**src/rtl/multdiv_sequencer_pkg.sv**
```systemverilog
// Shared definitions for the multiply/divide sequencing logic: FSM state
// encoding, the default WAIT-state timeout and the cycle counter width.
package multdiv_sequencer_pkg;

    typedef enum logic [1:0] {
        MD_IDLE  = 2'b00,
        MD_START = 2'b01,
        MD_WAIT  = 2'b10,
        MD_DONE  = 2'b11
    } md_state_e;

    // WAIT-state cycles allowed before the sequencer gives up on the unit.
    localparam int MD_MAX_CYCLES_DEFAULT = 40;

    // Width of the WAIT-state cycle counter; holds any legal timeout (2..63).
    localparam int MD_CNT_W = 6;

endpackage

```
**src/rtl/multdiv_sequencer_cycle_counter.sv**
```systemverilog
// Six-bit cycle counter with synchronous clear and count enable. The
// terminal output flags the last WAIT cycle that may pass before timeout.
module md_cycle_counter
    import multdiv_sequencer_pkg::*;
#(
    parameter logic [MD_CNT_W-1:0] TERMINAL = 6'd39
) (
    input  logic clock,
    input  logic reset,
    input  logic clear,
    input  logic enable,
    output logic terminal
);

    logic [MD_CNT_W-1:0] count_r;

    // Count register: reset and clear force zero, enable advances by one.
    always_ff @(posedge clock) begin
        if (reset) begin
            count_r <= 6'd0;
        end else if (clear) begin
            count_r <= 6'd0;
        end else if (enable) begin
            count_r <= count_r + 6'd1;
        end else begin
            count_r <= count_r;
        end
    end

    assign terminal = (count_r == TERMINAL);

endmodule

```
**src/rtl/multdiv_sequencer.sv**
```systemverilog
// Sequencer that hands a DX-stage mult/div to the multi-cycle multdiv unit,
// stalls the front of the pipeline while the unit works, and delivers a
// single result strobe (or a timeout error) to the XM latch.
module multdiv_sequencer
    import multdiv_sequencer_pkg::*;
#(
    parameter int MAX_CYCLES = MD_MAX_CYCLES_DEFAULT
) (
    input  logic        clock,
    input  logic        reset,
    input  logic        is_mult,
    input  logic        is_div,
    input  logic [31:0] op_a,
    input  logic [31:0] op_b,
    output logic [31:0] md_a,
    output logic [31:0] md_b,
    output logic        ctrl_mult,
    output logic        ctrl_div,
    input  logic [31:0] md_result,
    input  logic        md_exception,
    input  logic        md_ready,
    output logic        stall,
    output logic        nop_insert,
    output logic        done,
    output logic [31:0] result,
    output logic        exception,
    output logic        busy
);

    // Counter value seen on the last WAIT cycle before the timeout fires.
    localparam logic [MD_CNT_W-1:0] TERMINAL_C = MD_CNT_W'(MAX_CYCLES - 1);

    md_state_e   state_r;
    md_state_e   state_next_s;
    logic        req_s;
    logic        capture_ops_s;
    logic        op_mult_r;
    logic        op_mult_next_s;
    logic        cnt_clear_s;
    logic        cnt_enable_s;
    logic        cnt_terminal_s;
    logic        cap_unit_s;
    logic        cap_timeout_s;
    logic        ctrl_mult_r;
    logic        ctrl_div_r;
    logic        done_r;
    logic        busy_r;
    logic [31:0] md_a_r;
    logic [31:0] md_b_r;
    logic [31:0] result_r;
    logic        exception_r;

    assign req_s = is_mult | is_div;

    md_cycle_counter #(
        .TERMINAL (TERMINAL_C)
    ) u_cycle_counter (
        .clock    (clock),
        .reset    (reset),
        .clear    (cnt_clear_s),
        .enable   (cnt_enable_s),
        .terminal (cnt_terminal_s)
    );

    // Next-state logic; a request is only looked at while IDLE, so the
    // instruction still sitting in DX during DONE cannot retrigger.
    always_comb begin
        state_next_s  = state_r;
        capture_ops_s = 1'b0;
        cnt_clear_s   = 1'b0;
        cnt_enable_s  = 1'b0;
        cap_unit_s    = 1'b0;
        cap_timeout_s = 1'b0;
        case (state_r)
            MD_IDLE: begin
                if (req_s) begin
                    capture_ops_s = 1'b1;
                    state_next_s  = MD_START;
                end else begin
                    state_next_s  = MD_IDLE;
                end
            end
            MD_START: begin
                cnt_clear_s  = 1'b1;
                state_next_s = MD_WAIT;
            end
            MD_WAIT: begin
                if (md_ready) begin
                    // A ready unit beats a coincident timeout.
                    cap_unit_s   = 1'b1;
                    state_next_s = MD_DONE;
                end else begin
                    cnt_enable_s = 1'b1;
                    if (cnt_terminal_s) begin
                        cap_timeout_s = 1'b1;
                        state_next_s  = MD_DONE;
                    end else begin
                        state_next_s  = MD_WAIT;
                    end
                end
            end
            MD_DONE: begin
                state_next_s = MD_IDLE;
            end
            default: begin
                state_next_s = MD_IDLE;
            end
        endcase
    end

    // Op type for the upcoming START; mult wins when both requests are high.
    always_comb begin
        op_mult_next_s = op_mult_r;
        if (capture_ops_s) begin
            op_mult_next_s = is_mult;
        end else begin
            op_mult_next_s = op_mult_r;
        end
    end

    // State register and op-type latch.
    always_ff @(posedge clock) begin
        if (reset) begin
            state_r   <= MD_IDLE;
            op_mult_r <= 1'b0;
        end else begin
            state_r   <= state_next_s;
            op_mult_r <= op_mult_next_s;
        end
    end

    // Control outputs registered from the next state so they line up
    // exactly with the state they describe.
    always_ff @(posedge clock) begin
        if (reset) begin
            ctrl_mult_r <= 1'b0;
            ctrl_div_r  <= 1'b0;
            done_r      <= 1'b0;
            busy_r      <= 1'b0;
        end else begin
            ctrl_mult_r <= (state_next_s == MD_START) & op_mult_next_s;
            ctrl_div_r  <= (state_next_s == MD_START) & ~op_mult_next_s;
            done_r      <= (state_next_s == MD_DONE);
            busy_r      <= (state_next_s == MD_START) | (state_next_s == MD_WAIT);
        end
    end

    // Operand hold registers; loaded only on acceptance, stable until the next.
    always_ff @(posedge clock) begin
        if (reset) begin
            md_a_r <= 32'd0;
            md_b_r <= 32'd0;
        end else if (capture_ops_s) begin
            md_a_r <= op_a;
            md_b_r <= op_b;
        end else begin
            md_a_r <= md_a_r;
            md_b_r <= md_b_r;
        end
    end

    // Result capture: unit values on ready, zero plus error on timeout.
    always_ff @(posedge clock) begin
        if (reset) begin
            result_r    <= 32'd0;
            exception_r <= 1'b0;
        end else if (cap_unit_s) begin
            result_r    <= md_result;
            exception_r <= md_exception;
        end else if (cap_timeout_s) begin
            result_r    <= 32'd0;
            exception_r <= 1'b1;
        end else begin
            result_r    <= result_r;
            exception_r <= exception_r;
        end
    end

    // Stall must react in the same cycle a request shows up in IDLE, so it
    // is decoded from the state register and the live request.
    assign stall      = ((state_r == MD_IDLE) & req_s) | (state_r == MD_START) | (state_r == MD_WAIT);
    assign nop_insert = stall;

    assign md_a      = md_a_r;
    assign md_b      = md_b_r;
    assign ctrl_mult = ctrl_mult_r;
    assign ctrl_div  = ctrl_div_r;
    assign done      = done_r;
    assign busy      = busy_r;
    assign result    = result_r;
    assign exception = exception_r;

endmodule

```
**config.mk**
```make
export PLATFORM = sky130hd
export DESIGN_NAME = multdiv_sequencer
export DESIGN_NICKNAME = d
export VERILOG_FILES = /design/src/rtl/multdiv_sequencer_pkg.sv /design/src/rtl/multdiv_sequencer_cycle_counter.sv /design/src/rtl/multdiv_sequencer.sv
export SDC_FILE = /design/constraint.sdc
export NUM_CORES = 1
export LEC_CHECK = 0
export ABC_AREA = 1
export ABC_CLOCK_PERIOD_IN_PS = 1700
export CORE_UTILIZATION = 43
export DETAILED_ROUTE_END_ITERATION = 8
export DONT_BUFFER_PORTS = 1
export PLACE_DENSITY = 0.6
export REMOVE_ABC_BUFFERS = 1
export SETUP_SLACK_MARGIN = 0.4
export SLEW_MARGIN = 20
export SYNTH_ARGS = -nofsm -noshare
export SYNTH_HDL_FRONTEND = slang
export SYNTH_SLANG_ARGS = --single-unit
```
**constraint.sdc**
```tcl
create_clock -name clock -period 1.7 [get_ports clock]
set_clock_uncertainty 0.2 [all_clocks]
set_input_delay 0.34 -clock clock [delete_from_list [all_inputs] [get_ports clock]]
set_output_delay 0.34 -clock clock [all_outputs]
set_load 0.005 [all_outputs]
```
==> results of run 1 <==
-- logic make-up after synthesis --
logic type               synth area share, %
AND/OR/NAND/NOR                         23.9
flip-flops                              53.9
AO/OA/AOI/OAI                           12.9
buffers and inverters                   7.25
adder cells (fa/ha/maj)                 2.14
-- cells in the mapped netlist, types with 2 or more instances --
cell type  count  share of area [%]
inv_1         18                1.7
a21oi_1       36                4.4
o21ai_0       36                4.4
buf_2          8               0.98
nand3_1       30                3.7
buf_6          7                1.9
ha_1           7                2.1
buf_4          7                1.3
nand2_2        3               0.46
dfxtp_1      110                 54
clkbuf_1      11                1.0
nand3_2        6                1.5
inv_2          2               0.18
nor2_1       146                 13
nor3_1         2               0.24
nand2_1       47                4.3
o21ai_1       30                3.7
-- final timing paths --
path                                  end              startpoint  slack [ns]  depth (start not counted)
hold / removal    result[15]$_SDFFE_PP0P_                   reset       -0.19                          1
setup reg to reg  result[23]$_SDFFE_PP0P_   state_r[0]$_SDFF_PP0_       -0.09                         11
setup / recovery  result[23]$_SDFFE_PP0P_   state_r[0]$_SDFF_PP0_       -0.09                         11
hold reg to reg    result[6]$_SDFFE_PP0P_  result[6]$_SDFFE_PP0P_        0.27                          2
-- timing repair --
action	4_1_cts	5_1_grt
setup endpoints to repair	118	201
resized for setup	244	222
pin swaps	37	36
cloned	18	1
endpoints found under the hold margin	108	42
buffers inserted	13	6
-- per-layer routing --
| metal | vias to the layer above | part of all wire [%] | global-route usage (%) |
|---|---|---|---|
| li1 | 1839 | - | - |
| met1 | 1912 | 38 | 32.9 |
| met2 | 177 | 53 | 48.2 |
| met3 | 41 | 6.1 | 5.62 |
| met4 | 0 | 2.8 | 13.2 |
| met5 | - | 0 | 0 |
-- power by group through the flow --
| stage | clock, W | combinational, W | sequential, W |
|---|---|---|---|
| detailed placement | 0 | 0.000884 | 0.00321 |
| finish | 0.00153 | 0.00256 | 0.00334 |
| global placement | 0 | 0.000852 | 0.00321 |
| global route | 0.00166 | 0.00272 | 0.00337 |
| CTS | 0.00154 | 0.00225 | 0.00325 |
| floorplan | 0 | 0.000651 | 0.00313 |
-- stage by stage --
step | setup TNS, ns | utilization [%] | total power (W) | hold WS (ns)
2_1_floorplan | -52.98 | - | 0.00378 | 0.209
3_3_place_gp | 0 | 44.9 | 0.00406 | 0.214
3_5_place_dp | 0 | 44.9 | 0.00410 | 0.217
4_1_cts | -0.0589 | 68.8 | 0.00705 | -0.191
5_1_grt | -3.59 | 77.0 | 0.00775 | -0.207
6_report | -1.13 | 77.0 | 0.00743 | -0.187
-- layout by cell type (no fill, tap or decap), drive strengths merged --
cell	instances
nor3	2
clkinv	1
o21ai	67
nand3	36
bufbuf	1
a21oi	36
o21a	1
clkbuf	11
nor2	147
clkinvlp	2
nand2	50
dfxtp	110
dlygate4sd3	67
inv	21
ha	7
buf	45
bufinv	1
nand4	1
-- registers in the layout, summed over array words and instances, names as in the netlist, 2 cells and up --
name and flops:
u_cycle_counter.count_r 6, md_a 32, result 32, md_b 32
state_r 2
-- area by class of cell --
cell class              count  area share, %
well taps                 129           2.27
clock inverters             4          0.704
inverters                  21           1.48
clock buffers              10           1.79
flip-flops and latches    110           33.8
repair buffers            114           22.9
multi-input cells         347           37.0
==> impl_metrics.csv, run 1 <==
group,metric,value,unit
power,p_sw,0.00249,W
route,wirelength,14700,um
setup_path,worst_setup_path_start_kind,"flop",
synthesis,synth.avg_cell_area,7.99,um^2
die,core-area,9240,um^2
power,power_frac_comb,34.5,%
route,via_per_inst,5.40,
sta,setup_viol,40,
power,p_int,0.00494,W
power,p_seq_share,44.9,%
grt,grt_pass1_wl,20900,um
setup_path,cp-end-kind,"flop",
sta,max-slew-margin-rel,75.9,%
die,initial_core_util,44.3,%
setup_path,crit_fanout,8,
clocking,cts_buffers,9,
route,drc,0,
synthesis,synth_cell_types,23,
clocking,path_clk_slew,0.10,ns
sta,maxSlewViolCount,0,
setup_path,crit_chain,"inv_2, ha_4, buf_6, inv_2, nor2_2, nand3_2, buf_6, buf_12, buf_12, nand3_4, a21oi_2",
hold_path,min_path_type,"in2reg",
setup_path,max_stage_delay,0.35,ns
place,gp_congestion,0.729,
synthesis,synth-seq-cells,110,
sta,hold_viol_final,42,
synthesis,ys_seq_area_share,53.9,%
power,ir_worst_vdd,0.570,mV
synthesis,yosysWarnings,0,
route,drtPass1Iterations,6,
synthesis,synth_area,4090,um^2
clocking,cts_buffer_depth,2,
power,p_clk_share,20.6,%
clocking,cts.sinks,110,
die,die_h,99.5,um
grt,grt_pass1_vias,4023,
power,netSwitchingFraction,33.5,%
clocking,cts_tree,"built",
route,drt_iter0_drc,153,
route,antenna_left,0,
sta,fin_crit_sh,105,%
grt,gr-total-overflow,0,
finish,n_antenna_cell,0,
place,placed_area,4150,um^2
finish,drive_gt1_share,57.3,%
synthesis,async_flop_share,0,%
setup_path,cp.buffers_inverters,6,
sta,timing.final.ws_setup,-0.0923,ns
sta,max_slew.worst_pin.slew,0.361,ns
die,fp.dieW,99.5,um
finish,fin_cells,735,
sta,fmax,558,MHz
clocking,cts.hold.buffers_added,67,
setup_path,crit_slowest_cell,"dfxtp_2",
finish,fin_nets,712,
finish,multi_input_area,2630,um^2
place,portBuffers,0,
route,vias,3969,
synthesis,synth_edf_count,0,
place,dp_slack,0.0192,ns
die,die_area,9900,um^2
setup_path,cp.arrival,1.88,ns
sta,rsz0062_at_grt,"yes",
die,pin_count,205,
clocking,h-tree-depth,3,
sta,finalCriticalPeriod,1.79,ns
finish,seqCellArea,2410,um^2
grt,antenna_found_initial,0,
grt,track_usage,27.8,%
place,placed_cells,616,
clocking,cts_root_buf,"clkbuf_8",
place,dp_hpwl,6440,um
die,rows,35,
power,p_leak,2.62,nW
setup_path,crit_type,"reg2reg",
synthesis,synthCells,512,
flow_run,maxCapViolCount,0,
finish,fin_area,7110,um^2
sta,hold_slack,-0.187,ns
finish,area_growth,73.9,%
setup_path,required,1.79,ns
power,p_per_area,1050,nW/um^2
setup_path,cp_top_family,"buffers and inverters",
clocking,clk_latency,0.37,ns
status,outcome,"finished with violations",
synthesis,synth_ff_type,"dfxtp_1",
grt,grt_max_degree,55,
route,wire_per_inst,20.0,um
status,violations,"negative hold slack, negative setup slack",
finish,fill_cells,553,
(Power assumes the default switching activity.)
==> run 2, diff against run 1 <==
- HOLD_SLACK_MARGIN: not set -> 0.06
- RECOVER_POWER: not set -> 100
- TNS_END_PERCENT: not set -> 1
==> impl_metrics.csv, run 2 (same netlist as run 1, synthesis figures left out) <==
group,metric,value,unit
sta,fin_crit_sh,102,%
status,violations,"negative hold slack, negative setup slack",
setup_path,cp.arrival,1.19,ns
route,drtPass1Iterations,4,
status,outcome,"finished with violations",
place,dp_slack,0.0192,ns
route,drt_iter0_drc,136,
die,die_h,99.5,um
clocking,cts_root_buf,"clkbuf_8",
setup_path,critical_path.endpoint,"nop_insert",
sta,rsz0062_at_grt,"yes",
route,antenna_left,0,
setup_path,worst_setup_path_start_kind,"flop",
setup_path,cp-end-kind,"output port",
sta,hold_slack,-0.170,ns
route,drc,0,
die,pin_count,205,
finish,layout_commonest_cell,"dfxtp_1",
die,die_area,9900,um^2
place,placed_area,4150,um^2
setup_path,crit_slowest_cell,"dfxtp_2",
sta,finalCriticalPeriod,1.73,ns
route,vias,3580,
power,ir_worst_vdd,0.608,mV
flow_run,maxCapViolCount,0,
setup_path,cp-startpoint,"state_r[0]$_SDFF_PP0_",
place,portBuffers,0,
setup_path,required,1.16,ns
grt,grt_max_degree,63,
finish,fin_nets,679,
clocking,cts_tree,"built",
clocking,cts_buffer_depth,2,
die,initial_core_util,44.3,%
clocking,h-tree-depth,3,
sta,max_slew.worst_pin.slew,0.361,ns
sta,setup_viol,10,
finish,area_growth,33.8,%
grt,grt_pass1_vias,3511,
clocking,cts.sinks,110,
setup_path,crit_type,"reg2out",
setup_path,rr_worst_depth,10,
hold_path,min_path_type,"in2reg",
clocking,cts_buffers,9,
grt,track_usage,21.4,%
setup_path,r2r_slack,-0.01,ns
place,gp_congestion,0.729,
route,wirelength,10900,um
sta,max-slew-margin-rel,75.9,%
die,rows,35,
finish,drive_gt1_share,20.1,%
setup_path,r2r_start,"state_r[0]$_SDFF_PP0_",
die,fp.dieW,99.5,um
place,dp_hpwl,6440,um
grt,gr-total-overflow,0,
grt,antenna_found_initial,0,
hold_path,min_from,"reset",
finish,fin_area,5470,um^2
sta,fmax,579,MHz
power,p_per_area,1120,nW/um^2
sta,tns,-0.107,ns
grt,grt_pass1_wl,16800,um
sta,hold_viol_final,40,
route,via_per_inst,5.10,
die,core-area,9240,um^2
route,wire_per_inst,15.5,um
finish,n_antenna_cell,0,
setup_path,crit_chain,"inv_2, ha_4, buf_6, nor2_4, nand2_4",
sta,timing.final.ws_setup,-0.0269,ns
clocking,cts.hold.buffers_added,66,
clocking,path_clk_slew,0.10,ns
finish,mostFrequentLayoutCells,"dfxtp_1 (107), nor2_1 (105), dlygate4sd3_1 (66)",
finish,utilization,59.2,%
finish,fill_cells,802,
power,p_leak,2.07,nW
setup_path,r2r-end,"result[22]$_SDFFE_PP0P_",
sta,maxSlewViolCount,0,
setup_path,max_stage_delay,0.35,ns
setup_path,crit_fanout,2,
clocking,clk_latency,0.36,ns
## run 2: changes by cell type in the layout (fill, tap and decap cells not counted), moves of 18 or more
cell / previous run / this run
buf_16: 18 / 0
dfxtp_1: 13 / 107
dfxtp_2: 64 / 2
dfxtp_4: 33 / 1
nand3_1: 2 / 29
o21ai_0: 4 / 35
o21ai_2: 41 / 1
## run 2: how the worst min path moves through the flow
stage | end | cells after the start | slack [ns]
floorplan | result[0]$_SDFFE_PP0P_ | 1 | 0.21
global placement | result[27]$_SDFFE_PP0P_ | 1 | 0.21
detailed placement | result[17]$_SDFFE_PP0P_ | 1 | 0.22
CTS | result[4]$_SDFFE_PP0P_ | 1 | -0.18
global route | result[15]$_SDFFE_PP0P_ | 1 | -0.21
finish | result[15]$_SDFFE_PP0P_ | 1 | -0.17
## run 2: worst max-delay path: cells and delay by family, from the launching register on
kind | cells | cell delay, ns
adders and majority gates | 1 | 0.15
and+or+nand+nor | 2 | 0.16
buffers and inverters | 2 | 0.17
DFF | 1 | 0.35
## run 2: what timing repair did
action | 4_1_cts | 5_1_grt
cloned | 0 | 1
pin swaps | 71 | 30
resized for setup | 95 | 75
endpoints found under the hold margin | 109 | 44
buffers inserted | 4 | 1
endpoints found under the setup margin | 118 | 198
## run 2: power by group
| group | internal (W) | switching, W | total, W |
|---|---|---|---|
| sequential | 0.00290 | 0.000322 | 0.00322 |
| clock | 0.000664 | 0.000820 | 0.00148 |
| combinational | 0.000616 | 0.000782 | 0.00140 |
## run 2: area by class of cell
type	instances	area [um^2]	area share, %
Multi-Input combinational cell	347	1990	36.3
Timing Repair Buffer	81	846	15.5
Clock buffer	10	128	2.33
Sequential cell	110	2210	40.4
Tap cell	129	161	2.95
Inverter	21	91.3	1.67
Clock inverter	4	50.0	0.914
## run 2: through the flow
stage | cells | total power, W
4_1_cts | 700 | 0.00606
3_5_place_dp | 616 | 0.00410
2_1_floorplan | 478 | 0.00378
6_report | 702 | 0.00611
3_3_place_gp | 616 | 0.00406
5_1_grt | 702 | 0.00647
## run 2: metal layers
layer	share of wire [%]	global-route usage [%]	vias to the layer above
met4	3.2	11.4	0
met1	39	23.3	1667
met3	5.5	5.41	25
li1	-	-	1763
met2	52	38.2	125
met5	0	0	-
==> run 3, diff against run 2 <==
- ABC_CLOCK_PERIOD_IN_PS: 1700 -> 1760
- CTS_CLUSTER_SIZE: not set -> 12
- PLACE_DENSITY: 0.6 -> 0.58
- clock period: 1.7 -> 1.76 ns (I/O delays scaled with it)
==> impl_metrics.csv, run 3 (same netlist as run 1, synthesis figures left out) <==
group,metric,value,unit
status,outcome,"finished with violations",
status,violations,"negative hold slack",
grt,grt_pass1_wl,15900,um
sta,tns,0,ns
die,die_area,9900,um^2
clocking,cts_buffers,9,
grt,antenna_found_initial,0,
sta,max-slew-margin-rel,75.8,%
setup_path,crit_top_cell,"nand2_2",
clocking,cts_buffer_depth,2,
power,p_int,0.00386,W
setup_path,worst_setup_path_start_kind,"flop",
finish,drive_gt1_share,9.79,%
sta,fmax,593,MHz
route,drt_iter0_drc,106,
clocking,cts.hold.buffers_added,65,
clocking,path_clk_slew,0.11,ns
place,dp_slack,0.00497,ns
setup_path,r2r_start,"state_r[0]$_SDFF_PP0_",
grt,grt_max_degree,65,
setup_path,r2r-end,"busy$_SDFF_PP0_",
setup_path,rr_worst_depth,10,
route,drtPass1Iterations,4,
flow_run,maxCapViolCount,0,
setup_path,cp-end-kind,"flop",
finish,fill_cells,842,
setup_path,r2r_slack,0.07,ns
setup_path,crit_fanout,5,
die,core-area,9240,um^2
sta,finalCriticalPeriod,1.69,ns
grt,gr-total-overflow,0,
setup_path,crit_slowest_cell,"dfxtp_4",
die,die_h,99.5,um
place,portBuffers,0,
place,gp_congestion,0.763,
grt,globalRoute.busiestLayer,"met2",
setup_path,cp.arrival,1.79,ns
power,p_seq_share,55.1,%
finish,mostFrequentLayoutCells,"nor2_1 (145), dfxtp_1 (106), dlygate4sd3_1 (65)",
grt,use_met3,7.03,%
sta,fin_crit_sh,95.8,%
sta,max_slew.worst_pin.slew,0.362,ns
route,wirelength,10100,um
grt,use_met1,21.6,%
die,fp.dieW,99.5,um
clocking,cts.sinks,110,
clocking,h-tree-depth,3,
finish,utilization,55.0,%
power,p_leak,2.01,nW
finish,area_growth,24.2,%
clocking,clk_latency,0.35,ns
power,netSwitchingFraction,30.5,%
hold_path,whs_path_depth,1,
finish,seqCellArea,2210,um^2
finish,fin_nets,676,
power,p_clk_share,26.0,%
route,via_per_inst,4.96,
power,p_sw,0.00169,W
route,antenna_left,0,
die,rows,35,
grt,grt_pass1_vias,3441,
setup_path,crit_chain,"inv_4, ha_4, inv_1, nor2_2, nand3_2, nand2_2, nand2_1, nand2_2, ha_2, nor2_1",
power,ir_worst_vdd,0.503,mV
sta,hold_viol_final,40,
hold_path,min_from,"reset",
grt,met2_usage,35.8,%
power,total_power,0.00554,W
setup_path,cp.buffers_inverters,2,
setup_path,crit_type,"reg2reg",
hold_path,whs_endpoint,"result[10]$_SDFFE_PP0P_",
clocking,cts_root_buf,"clkbuf_8",
clocking,cts_tree,"built",
finish,n_antenna_cell,0,
hold_path,min_path_type,"in2reg",
die,pin_count,205,
route,wire_per_inst,14.4,um
sta,timing.final.ws_setup,0.0744,ns
grt,track_usage,20.0,%
power,power_frac_comb,18.9,%
setup_path,cp_top_family,"simple AND/OR/NAND/NOR gates",
sta,setup_viol,0,
place,dp_hpwl,6480,um
sta,maxSlewViolCount,0,
sta,rsz0062_at_grt,"yes",
finish,multi_input_area,1650,um^2
route,drc,0,
setup_path,required,1.86,ns
setup_path,max_stage_delay,0.37,ns
sta,hold_slack,-0.144,ns
die,initial_core_util,44.3,%
route,vias,3477,
finish,layout_commonest_cell,"nor2_1",
power,p_per_area,1090,nW/um^2
==> run 3: metal layers <==
layer / share of wire, % / up-vias
li1: - / 1759
met1: 40 / 1586
met2: 51 / 110
met3: 6.5 / 22
met4: 2.6 / 0
met5: 0 / -
==> run 3: timing repair <==
| item | 4_1_cts | 5_1_grt |
|---|---|---|
| endpoints found under the hold margin | 107 | 40 |
| setup buffers | 1 | 2 |
| pin swaps | 2 | 3 |
| gates resized for setup | 11 | 15 |
| endpoints found under the setup margin | 110 | 113 |
==> run 3: stage by stage <==
step	hold WS (ns)	cells	cell area, um^2
after floorplan	0.221	478	3870
after global placement	0.227	617	4130
after detailed placement	0.229	617	4130
after CTS	-0.176	699	5020
after global routing	-0.185	701	5080
final	-0.144	701	5080
==> run 3: worst max-delay path by stage <==
stage | startpoint | end | slack (ns) | cells after the start
finish | state_r[0]$_SDFF_PP0_ | busy$_SDFF_PP0_ | 0.07 | 10
global route | state_r[0]$_SDFF_PP0_ | ctrl_mult$_SDFF_PP0_ | -0.01 | 11
CTS | state_r[1]$_SDFF_PP0_ | stall | 0.06 | 4
detailed placement | state_r[0]$_SDFF_PP0_ | result[12]$_SDFFE_PP0P_ | 0.005 | 8
global placement | state_r[0]$_SDFF_PP0_ | result[2]$_SDFFE_PP0P_ | 0.1 | 8
floorplan | state_r[0]$_SDFF_PP0_ | md_a[0]$_SDFFE_PP0P_ | -0.69 | 6
==> run 3: final cells by class <==
cell class                 instances  area share (%)
multi-input combinational        347            32.5
inverter                          21            1.72
sequential                       110            43.6
tap                              129            3.18
clock inverter                     5           0.838
clock buffer                      11            2.98
timing repair buffer              78            15.2
==> run 3: power groups by stage <==
stage,sequential (W),combinational (W),clock [W]
final,0.00305,0.00105,0.00144
after global routing,0.00309,0.00120,0.00162
after CTS,0.00305,0.000998,0.00151
after detailed placement,0.00310,0.000856,0
after global placement,0.00310,0.000826,0
after floorplan,0.00302,0.000629,0
